==> src/rtl/scroll_feeder_if.sv <==
`timescale 1ns/1ps
// Value handshake, pause control and digit-write / scroll outputs of scroll_feeder.
interface scroll_feeder_if;
  logic        i_valid;
  logic [11:0] i_data;
  logic        i_pause;
  logic        o_ready;
  logic [3:0]  o_dec;
  logic        o_wr_en;
  logic [1:0]  o_wr_idx;
  logic        o_start;
  logic [2:0]  o_step;
  logic        o_busy;
  logic        o_done;

  modport slave (
    input  i_valid, i_data, i_pause,
    output o_ready, o_dec, o_wr_en, o_wr_idx, o_start, o_step, o_busy, o_done
  );

  modport master (
    output i_valid, i_data, i_pause,
    input  o_ready, o_dec, o_wr_en, o_wr_idx, o_start, o_step, o_busy, o_done
  );
endinterface

==> src/rtl/scroll_feeder.sv <==
`timescale 1ns/1ps
// Accepts a three-digit BCD word, writes its digits one per cycle, then steps the
// scroller through seven window positions at STEP_CYCLES cycles per position.
module scroll_feeder #(
  parameter int unsigned STEP_CYCLES = 4
) (
  input logic            clk,
  input logic            rst,
  scroll_feeder_if.slave bus
);
  localparam int unsigned     TIMER_W    = 8;
  localparam logic [TIMER_W-1:0] TIMER_LAST = TIMER_W'(STEP_CYCLES - 1);
  localparam logic [2:0]      LAST_STEP  = 3'd6;
  localparam logic [1:0]      LAST_SLOT  = 2'd2;
  localparam logic [3:0]      BLANK      = 4'hF;

  typedef enum logic [1:0] {IDLE, LOAD, SCROLL, DONE} state_t;

  state_t             state;
  logic [11:0]        hold;
  logic [1:0]         cnt;
  logic [TIMER_W-1:0] timer;
  logic [2:0]         step;

  // Slot 0 is the most significant digit; non-BCD nibbles display as blank.
  function automatic logic [3:0] slot_digit(input logic [11:0] w, input logic [1:0] idx);
    logic [3:0] n;
    case (idx)
      2'd0:    n = w[11:8];
      2'd1:    n = w[7:4];
      default: n = w[3:0];
    endcase
    return (n > 4'd9) ? BLANK : n;
  endfunction

  always_ff @(posedge clk) begin
    if (rst) begin
      state        <= IDLE;
      hold         <= '0;
      cnt          <= '0;
      timer        <= '0;
      step         <= '0;
      bus.o_ready  <= 1'b1;
      bus.o_dec    <= BLANK;
      bus.o_wr_en  <= 1'b0;
      bus.o_wr_idx <= '0;
      bus.o_start  <= 1'b0;
      bus.o_step   <= '0;
      bus.o_busy   <= 1'b0;
      bus.o_done   <= 1'b0;
    end else begin
      case (state)
        IDLE: begin
          if (bus.i_valid && bus.o_ready) begin
            state        <= LOAD;
            hold         <= bus.i_data;
            cnt          <= '0;
            bus.o_ready  <= 1'b0;
            bus.o_busy   <= 1'b1;
            bus.o_wr_en  <= 1'b1;
            bus.o_wr_idx <= '0;
            bus.o_dec    <= slot_digit(bus.i_data, 2'd0);
          end
        end

        LOAD: begin
          if (cnt == LAST_SLOT) begin
            state        <= SCROLL;
            cnt          <= '0;
            timer        <= '0;
            step         <= '0;
            bus.o_wr_en  <= 1'b0;
            bus.o_wr_idx <= '0;
            bus.o_dec    <= BLANK;
            bus.o_start  <= 1'b1;
            bus.o_step   <= '0;
          end else begin
            cnt          <= cnt + 2'd1;
            bus.o_wr_idx <= cnt + 2'd1;
            bus.o_dec    <= slot_digit(hold, cnt + 2'd1);
          end
        end

        SCROLL: begin
          // A paused cycle freezes the timer, stretching the current step by one cycle.
          if (!bus.i_pause) begin
            if (timer == TIMER_LAST) begin
              timer <= '0;
              if (step == LAST_STEP) begin
                state       <= DONE;
                step        <= '0;
                bus.o_start <= 1'b0;
                bus.o_step  <= '0;
                bus.o_done  <= 1'b1;
              end else begin
                step       <= step + 3'd1;
                bus.o_step <= step + 3'd1;
              end
            end else begin
              timer <= timer + TIMER_W'(1);
            end
          end
        end

        DONE: begin
          state       <= IDLE;
          bus.o_done  <= 1'b0;
          bus.o_busy  <= 1'b0;
          bus.o_ready <= 1'b1;
        end

        default: state <= IDLE;
      endcase
    end
  end
endmodule

==> src/flat_wrapper.sv <==
// flat-port wrapper written by rule: the top's interface ports become plain ports
module scroll_feeder_flat 
#(
  parameter int unsigned STEP_CYCLES = 4
)
  (clk, rst, bus_i_valid, bus_i_data, bus_i_pause, bus_o_ready, bus_o_dec, bus_o_wr_en, bus_o_wr_idx, bus_o_start, bus_o_step, bus_o_busy, bus_o_done);
  scroll_feeder_if bus_i ();
  input logic clk;
  input logic rst;
  input wire logic [$bits(bus_i.i_valid)-1:0] bus_i_valid;
  input wire logic [$bits(bus_i.i_data)-1:0] bus_i_data;
  input wire logic [$bits(bus_i.i_pause)-1:0] bus_i_pause;
  output wire logic [$bits(bus_i.o_ready)-1:0] bus_o_ready;
  output wire logic [$bits(bus_i.o_dec)-1:0] bus_o_dec;
  output wire logic [$bits(bus_i.o_wr_en)-1:0] bus_o_wr_en;
  output wire logic [$bits(bus_i.o_wr_idx)-1:0] bus_o_wr_idx;
  output wire logic [$bits(bus_i.o_start)-1:0] bus_o_start;
  output wire logic [$bits(bus_i.o_step)-1:0] bus_o_step;
  output wire logic [$bits(bus_i.o_busy)-1:0] bus_o_busy;
  output wire logic [$bits(bus_i.o_done)-1:0] bus_o_done;
  assign bus_i.i_valid = bus_i_valid;
  assign bus_i.i_data = bus_i_data;
  assign bus_i.i_pause = bus_i_pause;
  assign bus_o_ready = bus_i.o_ready;
  assign bus_o_dec = bus_i.o_dec;
  assign bus_o_wr_en = bus_i.o_wr_en;
  assign bus_o_wr_idx = bus_i.o_wr_idx;
  assign bus_o_start = bus_i.o_start;
  assign bus_o_step = bus_i.o_step;
  assign bus_o_busy = bus_i.o_busy;
  assign bus_o_done = bus_i.o_done;
  scroll_feeder #(.STEP_CYCLES(STEP_CYCLES)) u_core (.clk(clk), .rst(rst), .bus(bus_i));
endmodule
==> config.mk <==
export PLATFORM = sky130hd
export DESIGN_NAME = scroll_feeder_flat
export DESIGN_NICKNAME = d
export VERILOG_FILES = /design/src/rtl/scroll_feeder_if.sv /design/src/rtl/scroll_feeder.sv /design/src/flat_wrapper.sv
export SDC_FILE = /design/constraint.sdc
export NUM_CORES = 1
export LEC_CHECK = 0
export BUFFER_PORTS_ARGS = -buffer_cell sky130_fd_sc_hd__buf_2
export CAP_MARGIN = 25
export CORE_UTILIZATION = 55
export CTS_CLUSTER_SIZE = 25
export DETAILED_ROUTE_END_ITERATION = 10
export PLACE_DENSITY = 0.8
export RECOVER_POWER = 25
export REMOVE_ABC_BUFFERS = 1
export SLEW_MARGIN = 20
export SYNTH_ARGS = -nofsm -noshare
export SYNTH_HDL_FRONTEND = slang
export SYNTH_SLANG_ARGS = --single-unit
export TNS_END_PERCENT = 5
==> constraint.sdc <==
create_clock -name clk -period 2.1 [get_ports clk]
set_input_delay 0.105 -clock clk [delete_from_list [all_inputs] [get_ports clk]]
set_output_delay 0.105 -clock clk [all_outputs]
set_load 0.05 [all_outputs]
[Word level (Yosys, flattened, before mapping)]
Cells that the tools add are included.
Word-level totals
  logic and storage cells: 89
  bits in registers: 36
  input port bits: 16
  output and inout port bits: 14
Cells by class
  $lt $le $gt $ge: 2
  reduce and logical (&&, ||, !) cells: 16
  add/subtract/negate cells: 3
  equal/unequal tests: 12
  mux-type cells: 45
Operator list (count)
  two-way mux 4 bit: 10
  two-way mux 8 bit: 3
  case mux 4 bit (2 select lines): 2
  case mux 8 bit (2 select lines): 1
  two-way mux 2 bit: 7
  two-way mux 3 bit: 4
  two-way mux 1 bit: 10
  case mux 1 bit (2 select lines): 5
  AND reduction 5 bit: 2
  adder 8 x 1 -> 8 bit, second input constant: 1
  equality test 8 x 2 -> 1 bit, second input constant: 1
  > comparator 4 bit, second input constant: 2
  inequality test 2 x 1 -> 1 bit, second input constant: 4
  case mux 2 bit (4 select lines): 1
  AND reduction 4 bit: 2
  nonzero test 2 bit: 4
  equality test 2 bit, second input constant: 3
  case mux 3 bit (2 select lines): 1
  AND reduction 2 bit: 3
  AND reduction 3 bit: 2
  equality test 2 x 1 -> 1 bit, second input constant: 2
  logical NOT 2 bit: 2
  case mux 2 bit (2 select lines): 1
  adder 3 x 1 -> 3 bit, second input constant: 1
  4 further kinds: 4

[Depth between registers and ports, before layout]
Gate-level depths: netlist (run 1).
  depth after elaboration: 10
  gate-level depth with buffers: 7

[Worst setup path after synthesis (run 1)]
OpenSTA, ideal clock, no wires.
  path type: register -> register
  start: register u_core.bus.o_wr_idx[1] (netlist name)
  end: register u_core.bus.o_step[2]
  data arrival time: 1968 ps
  library setup time: 96 ps
  cell stages (with the launch flop): 7
  data required time: 2004 ps
  buffers on the path: 1
  path slack: 36 ps
  path through: dfxtp_1 > ha_1 > nand2b_1 > buf_4 > o211ai_4 > or4_4 > o41ai_2
RTL lines
  end signal: assignment: RTL line scroll_feeder.sv:97  | bus.o_step <= step + 3'd1;
  end: declaration: RTL line scroll_feeder_if.sv:18  | output o_ready, o_dec, o_wr_en, o_wr_idx, o_start, o_step, o_busy, o_done

[Worst setup path after layout (run 1)]
  start: register u_core.state[0]
  end: register u_core.bus.o_step[2]
Between the ends
  word-level cells in the longest chain between the ends: 3
  elaborated cells between the ends (all ways): 8
  those cells by class: 5 x eq/ne; 1 x mux; 2 x reduce/logical
RTL lines
  start: declaration: RTL line scroll_feeder.sv:19  | state_t state;
  start signal: assignment: RTL line scroll_feeder.sv:38  | state <= IDLE;
  start signal: assignment: RTL line scroll_feeder.sv:55  | state <= LOAD;
  start signal: assignment: RTL line scroll_feeder.sv:68  | state <= SCROLL;
  equality test 2 bit or equality test 2 x 1 -> 1 bit (tied branches): RTL line scroll_feeder.sv:52  | case (state)
  inequality test 2 x 1 -> 1 bit (no line), or another cell as far along
  AND reduction 4 bit (no line)
Several ways; a longest one is shown, not always the timed one.
A chain may end at the register's enable or synchronous reset.

==> summary.md, run 1 <==
| Metric | Value |
|---|---|
| Status | `complete, no violations` |
| Share of the synthesized area in the top cell type | `41.5%` |
| Non-filler instance count after layout | `293` |
| Top cells by area, synth | `dfxtp_1 (42%), nand2_1 (8.0%), a21oi_1 (7.8%)` |
| Slew Viols, Final | `0` |
| Hold Slack | `0.0121 ns` |
| Max VDD drop | `566 µV` |
| Crit path max fanout | `10` |
| RSZ-0062 raised after global routing | `false` |
| Fin. Hold Viols | `0` |
| Drt drc | `0` |
| IO Count | `30` |
| Post-Synthesis Cell Area | `1740 µm²` |
| Maximum clock path buffer count | `2` |
| Antenna cells | `0` |
| Routed len/inst | `13.4 µm` |
| Final WL | `3.92 mm` |
| Vias per cell | `5.71` |
| GR Util met2 | `41.9%` |
| TritonCTS Buffers | `5` |
| Mean Syn Cell Area | `8.38 µm²` |
| Worst path cell trace | `inv_1, ha_1, nand2_2, o211ai_4, or4_4, o41ai_2` |
| # port buffers | `29` |
| Required time of the critical path | `2.35 ns` |
| Distinct cells, synth | `41` |
| H-Tree Depth | `2` |
| CTS tree | `built` |
| GPL Wtd Cong | `0.789` |
| Max_cap viols | `0` |
| EDFF count, synth | `0` |
| Synth Instances | `207` |
| Full die area | `3380 µm²` |
| Area growth from synthesis to layout | `19.2%` |
| Hold/Removal Path Class | `in -> reg` |
| Total power density per cell area | `1140 nW/µm²` |
| Crit-path slowest cell | `or4_4` |
| Clk root buf | `clkbuf_4` |
| Final core occ | `68.3%` |
| Largest net degree at the start of global routing | `26` |
| Synth Register Bits | `36` |
| Layout fillers | `254` |
| Vias | `1672` |
| Slowest stage delay, CP | `0.53 ns` |
| CTS Sinks | `36` |
| Placed cells | `276` |
| Tmin final | `1.91 ns` |
| Fmax | `0.523 GHz` |
| WP data arrival | `2.17 ns` |
| Crit path capture type | `flip-flop` |
| Tcrit/Tclk final | `91.1%` |
| Yosys warns | `0` |
| # rows | `20` |
| Initial drt markers | `134` |
| GR Util met1 | `33.0%` |
| Fin nets | `273` |
| Total global-route track usage | `25.9%` |
| Buffers & Inverters on Critical Path | `1` |
| Placeable core area | `3030 µm²` |
| Primary FF master, synth | `dfxtp_1` |
| Total grt overflow | `0` |
| Async set-reset flop share out of synthesis | `0%` |
| Leakage power | `0.807 nW` |
| ANT nets after route | `0` |
| Vias in the first global route | `1511` |
| Worst skew pair latency | `0.34 ns` |
| Setup Crit Path Kind | `reg -> reg` |
| Sequential-to-total area share from yosys stat | `41.5%` |
| Critical path launch point type | `flip-flop` |
| Chip height | `58.2 µm` |
| Skew final | `0.00983 ns` |
| Synth area leader | `dfxtp_1` |
| Worst slew pin tran | `0.627 ns` |
| CP top delay family | `simple AND/OR/NAND/NOR gates` |
| Post-CTS setup buffer count | `0` |
| Die Width | `58.2 µm` |
| Most used routing layer | `met2` |
| DP HPWL | `2.65 mm` |
| Layout cell share with drive strength beyond 1 | `15.7%` |
| Initial antenna violation count | `0` |
| Global-route wire length before repair | `6.74 mm` |
| Met3 Resource Use GR | `6.92%` |
| Commonest cells after routing, fill and taps aside | `nand2_1 (36), dfxtp_1 (36), a21oi_1 (27)` |
| Initial Util | `57.3%` |
| Slew HR | `58.4%` |
| Clk slew on worst S/H paths | `0.11 ns` |
| Iteration count of the initial detailed-routing pass | `4` |
| Final setup violating endpoints | `0` |
logic make-up after synthesis:
group | synth area share (%)
buffers and inverters | 4.18
adders and majority gates | 6.49
DFF | 41.5
AOI/OAI and AO/OA | 26.5
xor gates and xnor gates | 1.01
muxes | 1.15
and+or+nand+nor | 19.2
cell type report:
class	instances	area (µm²)	area share, %
clock buffers	6	51.3	2.48
clock inverters	2	10.0	0.484
inverters	10	37.5	1.81
multi-input cells	153	945	45.6
flip-flops and latches	36	721	34.8
well taps	44	55.1	2.66
repair buffers	42	250	12.1
worst min-delay path: cells and delay by family:
family                 cells  cell delay (ns)
and+or+nand+nor            1             0.05
buffers and inverters      1             0.11
AOI/OAI and AO/OA          1             0.05
registers in the layout (all words and copies together) (netlist names):
register             cells
u_core.bus.o_busy        1
u_core.bus.o_dec         4
u_core.bus.o_done        1
u_core.bus.o_ready       1
u_core.bus.o_start       1
u_core.bus.o_step        3
u_core.bus.o_wr_en       1
u_core.bus.o_wr_idx      2
u_core.hold             12
u_core.state             2
u_core.timer             8
through the flow:
step / total power, W / setup TNS, ns / setup slack [ns] / instance area [µm²]
final: 0.00235 / 0 / 0.186 / 2070
after global routing: 0.00252 / 0 / 0.0162 / 2070
after CTS: 0.00236 / 0 / 0.105 / 2070
after detailed placement: 0.00196 / 0 / 0.133 / 1930
after global placement: 0.00194 / 0 / 0.220 / 1930
after floorplan: 0.00168 / -0.0580 / -0.0580 / 1700
power breakdown:
group | internal [W] | switching (W)
combinational | 0.000332 | 0.000731
sequential | 0.000808 | 0.0000858
clock | 0.000159 | 0.000234
routing by layer:
layer	up-vias	routed length, µm
li1	831	-
met1	778	1770
met2	57	1830
met3	6	275
met4	0	42
met5	-	0
worst paths after layout:
kind,to,slack [ns],depth (start not counted),start
worst max-delay path,u_core.bus.o_step[2]$_SDFFE_PP0P_,0.19,6,u_core.state[0]$_SDFFE_PP0P_
worst min-delay path,u_core.hold[9]$_SDFFE_PP0P_,0.01,3,bus_i_data[9]
worst max register to register,u_core.bus.o_step[2]$_SDFFE_PP0P_,0.19,6,u_core.state[0]$_SDFFE_PP0P_
worst min register to register,u_core.hold[0]$_SDFFE_PP0P_,0.47,2,u_core.hold[0]$_SDFFE_PP0P_
cells in the mapped netlist (3+ instances only):
| master | n |
|---|---|
| dfxtp_1 | 36 |
| nor2_1 | 13 |
| clkbuf_1 | 6 |
| o31ai_1 | 6 |
| inv_1 | 8 |
| a211oi_1 | 3 |
| nand3_1 | 3 |
| a21oi_1 | 27 |
| nor3_1 | 5 |
| ha_1 | 9 |
| and3_1 | 3 |
| nand2_1 | 37 |
| or3_1 | 4 |
| o21ai_0 | 8 |
repair_timing:
action	in CTS	in global routing
hold buffers	8	1
setup endpoints to repair	0	2
hold endpoints to repair	8	1
resized for setup	0	1
(Power assumes the default switching activity.)
==> run 2: changes to the inputs <==
--- a/config.mk
+++ b/config.mk
@@ -5,12 +5,14 @@
 export SDC_FILE = /design/constraint.sdc
 export NUM_CORES = 1
 export LEC_CHECK = 0
+export ABC_AREA = 1
 export BUFFER_PORTS_ARGS = -buffer_cell sky130_fd_sc_hd__buf_2
 export CAP_MARGIN = 25
-export CORE_UTILIZATION = 55
+export CORE_UTILIZATION = 56
+export CTS_CLUSTER_DIAMETER = 150
 export CTS_CLUSTER_SIZE = 25
 export DETAILED_ROUTE_END_ITERATION = 10
-export PLACE_DENSITY = 0.8
+export PLACE_DENSITY = 0.81
 export RECOVER_POWER = 25
 export REMOVE_ABC_BUFFERS = 1
 export SLEW_MARGIN = 20
==> summary.md, run 2 <==
| Metric | Value |
|---|---|
| Status | `complete, no violations` |
| Total power density per cell area | `1380 nW/µm² (+21%)` |
| Fin nets | `343 (+26%)` |
| Vias | `1781 (+6.5%)` |
| Final core occ | `69.7% (+1.4 points)` |
| Sequential-to-total area share from yosys stat | `37.2% (-4.3 points)` |
| Maximum clock path buffer count | `2 (unchanged)` |
| ANT nets after route | `0 (unchanged)` |
| Async set-reset flop share out of synthesis | `0% (unchanged)` |
| Routed len/inst | `11.0 µm (-18%)` |
| Top cells by count, synth | `nand2_1 (88), dfxtp_1 (36), inv_1 (35)` |
| Fin. Hold Viols | `0 (unchanged)` |
| CTS Sinks | `36 (unchanged)` |
| Critical path launch point type | `flip-flop` |
| Max VDD drop | `996 µV (+76%)` |
| EDFF count, synth | `0 (unchanged)` |
| Post-Synthesis Cell Area | `1940 µm² (+12%)` |
| Fmax | `0.591 GHz (+13%)` |
| Total global-route track usage | `24.3% (-1.6 points)` |
| H-Tree Depth | `2 (unchanged)` |
| Seq. cell area | `721 µm² (unchanged)` |
| Layout cell share with drive strength beyond 1 | `15.4% (-0.25 points)` |
| Initial drt markers | `98 (-27%)` |
| Worst skew pair latency | `0.35 ns (about the same)` |
| Initial antenna violation count | `0 (unchanged)` |
| Hold/Removal Path Class | `in -> reg` |
| Tcrit/Tclk final | `80.6% (-10 points)` |
| Placeable core area | `3180 µm² (+5.0%)` |
| Clk slew on worst S/H paths | `0.10 ns (about the same)` |
| Tmin final | `1.69 ns (-0.220 ns)` |
| Crit-path slowest cell | `ha_1` |
| Synth Register Bits | `36 (unchanged)` |
| Final setup violating endpoints | `0 (unchanged)` |
| Synth area leader | `dfxtp_1` |
| Max FFs per register | `12 (unchanged)` |
| Clk root buf | `clkbuf_4` |
| Most numerous cell in the Yosys netlist | `nand2_1` |
| Setup Crit Path Kind | `reg -> reg` |
| Crit path capture type | `flip-flop` |
| CP top delay family | `simple AND/OR/NAND/NOR gates` |
| Largest reg by FF count | `u_core.hold` |
| IO Count | `30 (unchanged)` |
| Skew final | `0.0128 ns (+0.00298 ns)` |
| Share of the synthesized area in the top cell type | `37.2% (-4.3 points)` |
| Top layer in use | `met4` |
| Hold Slack | `0.0226 ns (+0.0105 ns)` |
| Final Power | `0.00305 W (+30%)` |
| Largest net degree at the start of global routing | `17 (-35%)` |
| Vias in the first global route | `1613 (+6.8%)` |
| Mean Syn Cell Area | `6.90 µm² (-18%)` |
| Worst path cell trace | `inv_1, ha_1, inv_4, nand2_4, nand3_4, inv_4, nand2_4, nand2_4, inv_4, nand2_2, nor2_2` |
| Post-CTS setup buffer count | `0 (unchanged)` |
| Synth Instances | `281 (+36%)` |
| Commonest cells after routing, fill and taps aside | `nand2_1 (88), dfxtp_1 (36), inv_1 (35)` |
| Yosys warns | `0 (unchanged)` |
| Slew Viols, Final | `0 (unchanged)` |
| Post-route cell area | `2220 µm² (+7.1%)` |
| DP HPWL | `2.92 mm (+10%)` |
| Area growth from synthesis to layout | `14.3%` |
| TritonCTS Buffers | `5 (unchanged)` |
| CTS tree | `built` |
| Iteration count of the initial detailed-routing pass | `4 (unchanged)` |
| RSZ-0062 raised after global routing | `false` |
| PostCTS Resize Cnt | `0 (unchanged)` |
| Die Width | `60.8 µm (+4.6%)` |
| Slew HR | `58.1% (-0.29 points)` |
| Placed inst area | `2110 µm² (+9.1%)` |
| GPL Wtd Cong | `0.856 (+8.5%)` |
| Met2 wire len | `1.74 mm (-4.8%)` |
| Drt drc | `0 (unchanged)` |
| Met3 wire length | `200 µm (-27%)` |
| Vias per cell | `4.92 (-14%)` |
| Crit path max fanout | `8 (-2)` |
| Top cells by area, synth | `dfxtp_1 (37%), nand2_1 (17%), inv_1 (6.8%)` |
| Total grt overflow | `0 (unchanged)` |
| Commonest non-fill, non-tap cell in the layout | `nand2_1` |
| Antenna cells | `0 (unchanged)` |
| Full die area | `3700 µm² (+9.4%)` |
| Required time of the critical path | `2.34 ns (about the same)` |
| Biggest regs | `u_core.hold (12), u_core.timer (8), u_core.bus.o_dec (4)` |
| Max_cap viols | `0 (unchanged)` |
| Buffers & Inverters on Critical Path | `4 (+3)` |
| Final setup TNS | `0 ns (unchanged)` |
| Global-route wire length before repair | `6.62 mm (-1.8%)` |
| Leakage power | `1.06 nW (+31%)` |
| M1 wire length | `1.97 mm (+12%)` |
| Chip height | `60.8 µm (+4.6%)` |
| Layout fillers | `278 (+9.4%)` |
| Primary FF master, synth | `dfxtp_1` |
| Final WL | `3.98 mm (+1.6%)` |
| Slowest stage delay, CP | `0.42 ns (-0.11 ns)` |
| # rows | `20 (unchanged)` |
| Distinct cells, synth | `29 (-29%)` |
| # port buffers | `29 (unchanged)` |
| Multi-input gate area | `1020 µm² (+7.5%)` |
| Worst slew pin tran | `0.631 ns (+0.00437 ns)` |
| Initial Util | `61.0% (+3.7 points)` |
| WP data arrival | `1.94 ns (-0.23 ns)` |
[run 2: final timing paths]
kind	slack [ns]	from	cells past startpoint	end
worst max-delay path	0.41	u_core.state[1]$_SDFFE_PP0P_	11	u_core.timer[2]$_SDFFE_PP0P_
worst min-delay path	0.02	bus_i_data[0]	3	u_core.hold[0]$_SDFFE_PP0P_
worst max register to register	0.41	u_core.state[1]$_SDFFE_PP0P_	11	u_core.timer[2]$_SDFFE_PP0P_
worst min register to register	0.46	u_core.hold[7]$_SDFFE_PP0P_	2	u_core.hold[7]$_SDFFE_PP0P_
[run 2: layer usage]
layer / vias to the layer above / global-route usage (%)
li1: 944 / -
met1: 784 / 29.9
met2: 45 / 39.9
met3: 8 / 6.61
met4: 0 / 10.4
met5: - / 0
[run 2: report_power, final]
part	total [W]	internal (W)	switching, W	leakage [nW]
clock	0.000413	0.000190	0.000223	0.0374
combinational	0.00167	0.000484	0.00119	0.724
sequential	0.000961	0.000852	0.000109	0.295
total	0.00305	0.00153	0.00152	1.06
[run 2: per-stage QoR]
stage,worst slack [ns],std cells
after floorplan,0.309,275
after global placement,0.482,349
after detailed placement,0.411,349
after CTS,0.392,359
after global routing,0.275,362
final,0.407,362
[run 2: cells by family (layout without fill, tap and decap cells)]
| logic type | Yosys count | count (layout) | share of synthesized area (%) |
|---|---|---|---|
| simple gates | 148 | 148 | 35.2 |
| xor+xnor | 1 | 1 | 0.452 |
| buf+inv | 47 | 84 | 10.4 |
| flops | 36 | 36 | 37.2 |
| compound gates | 40 | 40 | 11.0 |
| fa+ha+maj | 9 | 9 | 5.81 |
[run 2: timing repair]
| item | CTS | global route |
|---|---|---|
| hold buffers | 3 | 3 |
| hold endpoints to repair | 3 | 3 |
| setup endpoints to repair | 0 | 0 |
[run 2: worst min-delay path: stages]
cell and delay, ns:
buf_2 0.10, nand2_1 0.06, a21oi_1 0.05
[run 2: area by class of cell]
type,count,area share (%)
multi-input cells,198,45.8
flip-flops and latches,36,32.5
repair buffers,36,8.92
inverters,41,7.28
clock buffers,7,2.94
well taps,44,2.48
